[src/rtl/cfg_region_query_pkg.sv]
// Shared types for the region query block: table select, FSM state, rule index width.
package cfg_region_query_pkg;
  localparam int RuleIdxW = 4;
  localparam int MaxRules = 1 << RuleIdxW;

  typedef enum logic [1:0] {
    EXEC    = 2'd0,
    CACHED  = 2'd1,
    NONIDEM = 2'd2,
    RSVD    = 2'd3
  } region_kind_e;

  typedef enum logic [1:0] {
    IDLE = 2'd0,
    SCAN = 2'd1,
    RESP = 2'd2
  } state_e;

  function automatic logic [15:0] sat_inc16(input logic [15:0] v);
    return (v == 16'hFFFF) ? v : v + 16'd1;
  endfunction
endpackage

[src/rtl/config_pkg.sv]
// Slice of the core configuration type: only the physical-region rule tables.
package config_pkg;
  localparam int unsigned NrMaxRules = 16;

  typedef struct packed {
    int unsigned               NrNonIdempotentRules;
    logic [NrMaxRules*64-1:0]  NonIdempotentAddrBase;
    logic [NrMaxRules*64-1:0]  NonIdempotentLength;
    int unsigned               NrExecuteRegionRules;
    logic [NrMaxRules*64-1:0]  ExecuteRegionAddrBase;
    logic [NrMaxRules*64-1:0]  ExecuteRegionLength;
    int unsigned               NrCachedRegionRules;
    logic [NrMaxRules*64-1:0]  CachedRegionAddrBase;
    logic [NrMaxRules*64-1:0]  CachedRegionLength;
  } cva6_cfg_t;
endpackage

[src/rtl/cva6_config_pkg.sv]
// Default platform map: debug @0 (4 KiB), boot ROM @64 KiB, DRAM @2 GiB (1 GiB).
package cva6_config_pkg;
  localparam config_pkg::cva6_cfg_t cva6_cfg = '{
    NrNonIdempotentRules:  2,
    NonIdempotentAddrBase: '0,
    NonIdempotentLength:   '0,
    NrExecuteRegionRules:  3,
    ExecuteRegionAddrBase: {{13{64'h0}}, 64'h8000_0000, 64'h0001_0000, 64'h0000_0000},
    ExecuteRegionLength:   {{13{64'h0}}, 64'h4000_0000, 64'h0001_0000, 64'h0000_1000},
    NrCachedRegionRules:   1,
    CachedRegionAddrBase:  {{15{64'h0}}, 64'h8000_0000},
    CachedRegionLength:    {{15{64'h0}}, 64'h4000_0000}
  };
endpackage

[src/rtl/cfg_region_query_if.sv]
// Query request/response bus; the classifier is the slave side.
interface cfg_region_query_if;
  import cfg_region_query_pkg::*;

  logic                req_valid_i;
  logic                req_ready_o;
  logic [63:0]         req_addr_i;
  logic [1:0]          req_kind_i;
  logic                rsp_valid_o;
  logic                rsp_ready_i;
  logic                rsp_hit_o;
  logic [RuleIdxW-1:0] rsp_rule_o;
  logic                rsp_err_o;

  modport master (
    output req_valid_i, req_addr_i, req_kind_i, rsp_ready_i,
    input  req_ready_o, rsp_valid_o, rsp_hit_o, rsp_rule_o, rsp_err_o
  );

  modport slave (
    input  req_valid_i, req_addr_i, req_kind_i, rsp_ready_i,
    output req_ready_o, rsp_valid_o, rsp_hit_o, rsp_rule_o, rsp_err_o
  );
endinterface

[src/rtl/cfg_region_match.sv]
// Single-rule compare: base <= addr < base+len, end computed in 65 bits so it never wraps.
module cfg_region_match (
  input  logic [63:0] addr_i,
  input  logic [63:0] base_i,
  input  logic [63:0] len_i,
  output logic        match_o
);
  logic [64:0] end_w;

  assign end_w   = {1'b0, base_i} + {1'b0, len_i};
  assign match_o = (len_i != '0) && (addr_i >= base_i) && ({1'b0, addr_i} < end_w);
endmodule

[src/rtl/cfg_region_query.sv]
// Sequential physical-region classifier: scans one rule per cycle of the selected table.
// Optional saturating hit/miss counters under `CFG_REGION_QUERY_STATS_EN.
module cfg_region_query
  import cfg_region_query_pkg::*;
#(
  parameter config_pkg::cva6_cfg_t CVA6Cfg = cva6_config_pkg::cva6_cfg
) (
  input  logic                clk_i,
  input  logic                rst_i,
  cfg_region_query_if.slave   bus,
  output logic [15:0]         stat_hits_o,
  output logic [15:0]         stat_misses_o
);

  if (CVA6Cfg.NrExecuteRegionRules > MaxRules ||
      CVA6Cfg.NrCachedRegionRules  > MaxRules ||
      CVA6Cfg.NrNonIdempotentRules > MaxRules) begin : g_cnt_chk
    $error("cfg_region_query: rule count exceeds 4-bit rule index");
  end

  localparam logic [RuleIdxW:0] ExecCnt   = (RuleIdxW+1)'(CVA6Cfg.NrExecuteRegionRules);
  localparam logic [RuleIdxW:0] CachedCnt = (RuleIdxW+1)'(CVA6Cfg.NrCachedRegionRules);
  localparam logic [RuleIdxW:0] NonIdCnt  = (RuleIdxW+1)'(CVA6Cfg.NrNonIdempotentRules);

  state_e              state_q, state_d;
  logic [63:0]         addr_q, addr_d;
  region_kind_e        kind_q, kind_d;
  logic [RuleIdxW-1:0] idx_q, idx_d;
  logic                hit_q, hit_d;
  logic [RuleIdxW-1:0] rule_q, rule_d;
  logic                err_q, err_d;

  logic                req_ready;
  logic [RuleIdxW:0]   tbl_cnt;
  logic [63:0]         tbl_base;
  logic [63:0]         tbl_len;
  logic                rule_match;
  logic                last_rule;

  always_comb begin
    tbl_cnt  = '0;
    tbl_base = '0;
    tbl_len  = '0;
    case (kind_q)
      EXEC: begin
        tbl_cnt  = ExecCnt;
        tbl_base = CVA6Cfg.ExecuteRegionAddrBase[64*idx_q +: 64];
        tbl_len  = CVA6Cfg.ExecuteRegionLength[64*idx_q +: 64];
      end
      CACHED: begin
        tbl_cnt  = CachedCnt;
        tbl_base = CVA6Cfg.CachedRegionAddrBase[64*idx_q +: 64];
        tbl_len  = CVA6Cfg.CachedRegionLength[64*idx_q +: 64];
      end
      NONIDEM: begin
        tbl_cnt  = NonIdCnt;
        tbl_base = CVA6Cfg.NonIdempotentAddrBase[64*idx_q +: 64];
        tbl_len  = CVA6Cfg.NonIdempotentLength[64*idx_q +: 64];
      end
      default: ;
    endcase
  end

  cfg_region_match u_match (
    .addr_i  (addr_q),
    .base_i  (tbl_base),
    .len_i   (tbl_len),
    .match_o (rule_match)
  );

  // An empty table still spends one SCAN cycle on index 0 before missing.
  assign last_rule = ({1'b0, idx_q} + 1'b1) >= tbl_cnt;
  assign req_ready = (state_q == IDLE) && !rst_i;

  always_comb begin
    state_d = state_q;
    addr_d  = addr_q;
    kind_d  = kind_q;
    idx_d   = idx_q;
    hit_d   = hit_q;
    rule_d  = rule_q;
    err_d   = err_q;
    case (state_q)
      IDLE: begin
        if (bus.req_valid_i && req_ready) begin
          addr_d  = bus.req_addr_i;
          kind_d  = region_kind_e'(bus.req_kind_i);
          idx_d   = '0;
          hit_d   = 1'b0;
          rule_d  = '0;
          err_d   = (region_kind_e'(bus.req_kind_i) == RSVD);
          state_d = (region_kind_e'(bus.req_kind_i) == RSVD) ? RESP : SCAN;
        end
      end
      SCAN: begin
        if (tbl_cnt != '0 && rule_match) begin
          hit_d   = 1'b1;
          rule_d  = idx_q;
          state_d = RESP;
        end else if (last_rule) begin
          hit_d   = 1'b0;
          rule_d  = '0;
          state_d = RESP;
        end else begin
          idx_d   = idx_q + 1'b1;
        end
      end
      RESP: begin
        if (bus.rsp_ready_i) state_d = IDLE;
      end
      default: state_d = IDLE;
    endcase
  end

  always_ff @(posedge clk_i) begin
    if (rst_i) begin
      state_q <= IDLE;
      addr_q  <= '0;
      kind_q  <= EXEC;
      idx_q   <= '0;
      hit_q   <= 1'b0;
      rule_q  <= '0;
      err_q   <= 1'b0;
    end else begin
      state_q <= state_d;
      addr_q  <= addr_d;
      kind_q  <= kind_d;
      idx_q   <= idx_d;
      hit_q   <= hit_d;
      rule_q  <= rule_d;
      err_q   <= err_d;
    end
  end

  assign bus.req_ready_o = req_ready;
  assign bus.rsp_valid_o = (state_q == RESP);
  assign bus.rsp_hit_o   = hit_q;
  assign bus.rsp_rule_o  = rule_q;
  assign bus.rsp_err_o   = err_q;

`ifdef CFG_REGION_QUERY_STATS_EN
  logic [15:0] stat_hits_q, stat_hits_d;
  logic [15:0] stat_misses_q, stat_misses_d;
  logic        rsp_fire;

  assign rsp_fire = (state_q == RESP) && bus.rsp_ready_i;

  always_comb begin
    stat_hits_d   = stat_hits_q;
    stat_misses_d = stat_misses_q;
    if (rsp_fire) begin
      if (hit_q) stat_hits_d   = sat_inc16(stat_hits_q);
      else       stat_misses_d = sat_inc16(stat_misses_q);
    end
  end

  always_ff @(posedge clk_i) begin
    if (rst_i) begin
      stat_hits_q   <= '0;
      stat_misses_q <= '0;
    end else begin
      stat_hits_q   <= stat_hits_d;
      stat_misses_q <= stat_misses_d;
    end
  end

  assign stat_hits_o   = stat_hits_q;
  assign stat_misses_o = stat_misses_q;
`else
  assign stat_hits_o   = '0;
  assign stat_misses_o = '0;
`endif

endmodule

[src/flat_wrapper.sv]
// flat-port wrapper written by rule: the top's interface ports become plain ports
module cfg_region_query_flat import cfg_region_query_pkg::*;
#(
  parameter config_pkg::cva6_cfg_t CVA6Cfg = cva6_config_pkg::cva6_cfg
)
  (clk_i, rst_i, stat_hits_o, stat_misses_o, bus_req_valid_i, bus_req_addr_i, bus_req_kind_i, bus_rsp_ready_i, bus_req_ready_o, bus_rsp_valid_o, bus_rsp_hit_o, bus_rsp_rule_o, bus_rsp_err_o);
  cfg_region_query_if bus_i ();
  input  logic clk_i;
  input  logic rst_i;
  output logic [15:0] stat_hits_o;
  output logic [15:0] stat_misses_o;
  input wire logic [$bits(bus_i.req_valid_i)-1:0] bus_req_valid_i;
  input wire logic [$bits(bus_i.req_addr_i)-1:0] bus_req_addr_i;
  input wire logic [$bits(bus_i.req_kind_i)-1:0] bus_req_kind_i;
  input wire logic [$bits(bus_i.rsp_ready_i)-1:0] bus_rsp_ready_i;
  output wire logic [$bits(bus_i.req_ready_o)-1:0] bus_req_ready_o;
  output wire logic [$bits(bus_i.rsp_valid_o)-1:0] bus_rsp_valid_o;
  output wire logic [$bits(bus_i.rsp_hit_o)-1:0] bus_rsp_hit_o;
  output wire logic [$bits(bus_i.rsp_rule_o)-1:0] bus_rsp_rule_o;
  output wire logic [$bits(bus_i.rsp_err_o)-1:0] bus_rsp_err_o;
  assign bus_i.req_valid_i = bus_req_valid_i;
  assign bus_i.req_addr_i = bus_req_addr_i;
  assign bus_i.req_kind_i = bus_req_kind_i;
  assign bus_i.rsp_ready_i = bus_rsp_ready_i;
  assign bus_req_ready_o = bus_i.req_ready_o;
  assign bus_rsp_valid_o = bus_i.rsp_valid_o;
  assign bus_rsp_hit_o = bus_i.rsp_hit_o;
  assign bus_rsp_rule_o = bus_i.rsp_rule_o;
  assign bus_rsp_err_o = bus_i.rsp_err_o;
  cfg_region_query #(.CVA6Cfg(CVA6Cfg)) u_core (.clk_i(clk_i), .rst_i(rst_i), .bus(bus_i), .stat_hits_o(stat_hits_o), .stat_misses_o(stat_misses_o));
endmodule
[config.mk]
export PLATFORM = sky130hd
export DESIGN_NAME = cfg_region_query_flat
export DESIGN_NICKNAME = d
export VERILOG_FILES = /design/src/rtl/cfg_region_query_pkg.sv /design/src/rtl/config_pkg.sv /design/src/rtl/cva6_config_pkg.sv /design/src/rtl/cfg_region_query_if.sv /design/src/rtl/cfg_region_match.sv /design/src/rtl/cfg_region_query.sv /design/src/flat_wrapper.sv
export SDC_FILE = /design/constraint.sdc
export NUM_CORES = 1
export LEC_CHECK = 0
export ABC_AREA = 1
export CORE_MARGIN = 10
export CORE_UTILIZATION = 40
export CTS_CLUSTER_DIAMETER = 150
export DETAILED_ROUTE_END_ITERATION = 6
export PLACE_DENSITY = 0.72
export SYNTH_ARGS = -nofsm -noshare
export SYNTH_HDL_FRONTEND = slang
export SYNTH_SLANG_ARGS = --single-unit
[constraint.sdc]
create_clock -name clk_i -period 5.33 [get_ports clk_i]
set_input_delay 1.3325 -clock clk_i [delete_from_list [all_inputs] [get_ports clk_i]]
set_output_delay 1.3325 -clock clk_i [all_outputs]
set_load 0.02 [all_outputs]
==> metrics.txt <==
status finished, final reports clean; Max-Cap Viols 0; GRT Residual Overflow 0; most frequent CP cell clkdlybuf4s50_1; postcts setup bufs 0; H-tree depth 3; Comb pwr share 20.5%; placed cell area 0.00372 sq mm; drt pass-1 iters 6; fraction of layout cells with a size suffix above 1 7.07%; CP Capture Type primary output; vias in the first global route 2559; RSZ-0062 raised after global routing false; final hold viol count 0; final setup violation count 0; Horiz. Die Dim 108 um; synthesized area 0.00313 sq mm; IO buf count 65; Clock Skews 0.00556 ns; Critical-path top delay cell clkdlybuf4s50_1; filler instances 766; starting density of the core 40.7%; Yosys top cell by area dfxtp_1; max incr delay on CP 0.70 ns; routed vias 2680; DIE AREA 0.0118 sq mm; TritonCTS clock tree yes; CTS Sinks 66; Critical Path, Cell by Cell clkdlybuf4s50_1, nor3_4, clkdlybuf4s50_1; Final ANT Viol Nets 0; clk buf depth 2; Post-CTS Resized 0; Clock Tree Root clkbuf_8; Syn Inst Count 433; clock power share 31.1%; clock-pin slew on the worst setup and hold paths 0.07 ns; cell family with most CP delay buffers and inverters; Worst EP arrival 2.97 ns; Core ar. 0.00769 sq mm; initial DRC count 131; Slew Limit Fails 0; Detail Placement HPWL 5.27 mm; Site Rows 32; die height 108 um; pwr dens 296 mW/mm^2; # DRC 0; initial antenna violation count 0; Buf/Inv on CP 2; Post-synth ARST share 0%; fmax 0.232 GHz; routed length per instance 11.8 um; number of synthesized flops with an enable pin 0; WL final 7.04 mm; Int Pwr 811 uW; Seq cells post-synth 66; Yosys top cell area share 42.2%; Ys Warns 0; Layout Nets 568; CP required 4.00 ns; fin crit share 80.7%; first-pass GRT wire length 11.4 mm; Total GRT Usage 12.0%; ANT cells 0; mean cell area of the mapped netlist 7.23 sq um; Most used DFF post-synth dfxtp_1; largest net degree at the start of global routing 71; Placer Congestion 0.763; sequential area share after synthesis 42.2%; I/O Pins 110; Leak 1.81 nW; Final min period 4.30 ns; nature of the critical path startpoint primary input; worst hold path class reg2reg; Area Growth Syn to Fin 24.1%; vias per inst 4.49; Setup CP Type in2out; worst relative slew slack 55.9%; Psw 339 uW; maximum vdd drop 0.000143 V; Slew @ Worst Pin 0.662 ns; Hold-fix buffers, CTS 0; Worst Path Max Fanout 13; fin util 50.5%; worst skew pair latency 0.34 ns; main area contributors after synthesis dfxtp_1, nand2_1, nand3_1, buf_4, nor2_1; switch share 29.5%; design area 0.00388 sq mm; Fin Setup TNS 0 ns; post-synthesis cell type count 32; cts bufs inserted 9; share of total power in sequential cells 48.3%
-- stage by stage --
stage,power (mW),instances,hold WS (ns),setup WS [ns]
2_1_floorplan,0.742,464,0.429,2.40
3_3_place_gp,0.797,581,0.426,1.03
3_5_place_dp,0.803,581,0.439,1.02
4_1_cts,1.17,597,0.449,1.02
5_1_grt,1.22,597,0.458,0.951
6_report,1.15,597,0.444,1.03
-- synthesized netlist by cell type, types with 2 or more instances --
cell type,n
a21oi_1,18
a21oi_2,3
buf_2,4
buf_4,32
clkbuf_1,15
dfxtp_1,66
ha_1,8
inv_1,24
inv_2,4
nand2_1,119
nand2_2,3
nand3_1,53
nand4_1,2
nor2_1,45
nor3_2,2
nor3b_1,2
o21ai_0,16
o21ai_2,2
xor2_1,2
-- worst min-delay path, cell delays in order, from the launching register on --
cell	delay (ns)
dfxtp_1	0.31
nand2_1	0.06
nor2_1	0.03
-- routing by layer --
metal	up-vias	GRT usage, %	routed length (um)
li1	1431	-	-
met1	1156	14.3	3150
met2	81	18.8	3100
met3	12	4.64	656
met4	0	5.56	123
met5	-	0	0
-- registers in the layout (all words and copies together) (netlist names) --
register               count
u_core.kind_q              2
u_core.bus.rsp_rule_o      4
u_core.addr_q             52
u_core.bus.rsp_hit_o       1
u_core.state_q             2
u_core.idx_q               4
u_core.bus.rsp_err_o       1
-- power groups by stage --
| stage | combinational (mW) | clock [mW] | sequential, mW |
|---|---|---|---|
| 2_1_floorplan | 0.180 | 0 | 0.562 |
| 3_3_place_gp | 0.232 | 0 | 0.565 |
| 3_5_place_dp | 0.237 | 0 | 0.567 |
| 4_1_cts | 0.238 | 0.372 | 0.556 |
| 5_1_grt | 0.268 | 0.390 | 0.560 |
| 6_report | 0.236 | 0.358 | 0.556 |
-- worst paths after layout --
check                                start                       end  slack, ns  cells after the start
hold / removal    u_core.bus.rsp_rule_o[2]  u_core.bus.rsp_rule_o[2]       0.44                      2
hold reg to reg   u_core.bus.rsp_rule_o[2]  u_core.bus.rsp_rule_o[2]       0.44                      2
setup reg to reg           u_core.idx_q[0]  u_core.bus.rsp_rule_o[0]       3.08                     15
setup / recovery                     rst_i           bus_req_ready_o       1.03                      3
-- placed cells by master (no fill, tap or decap), types with 3 or more instances in the layout --
master	n
a21oi_1	18
a21oi_2	3
clkbuf_1	3
clkbuf_8	10
clkdlybuf4s50_1	65
clkinv_2	3
conb_1	32
dfxtp_1	66
ha_1	8
inv_1	24
inv_2	4
nand2_1	119
nand2_2	3
nand3_1	53
nor2_1	45
o21ai_0	16
-- logic make-up (layout without fill, tap and decap cells) --
family / Yosys count / in the layout / synth area share (%)
adder cells (fa/ha/maj): 8 / 8 / 3.20
flip-flops: 66 / 66 / 42.2
AND/OR/NAND/NOR: 234 / 234 / 32.9
XOR/XNOR: 2 / 2 / 0.559
AO/OA/AOI/OAI: 41 / 41 / 7.31
other: 1 / 32 / 0.120
buffers and inverters: 81 / 112 / 13.7
-- final cells by class --
class | count | area [sq um] | area share, %
clock buffers | 13 | 149 | 3.83
well taps | 102 | 128 | 3.29
inverters | 29 | 109 | 2.80
flip-flops and latches | 66 | 1320 | 34.0
repair buffers | 67 | 666 | 17.1
multi-input cells | 317 | 1500 | 38.6
clock inverters | 3 | 15.0 | 0.386
(Power assumes the default switching activity.)
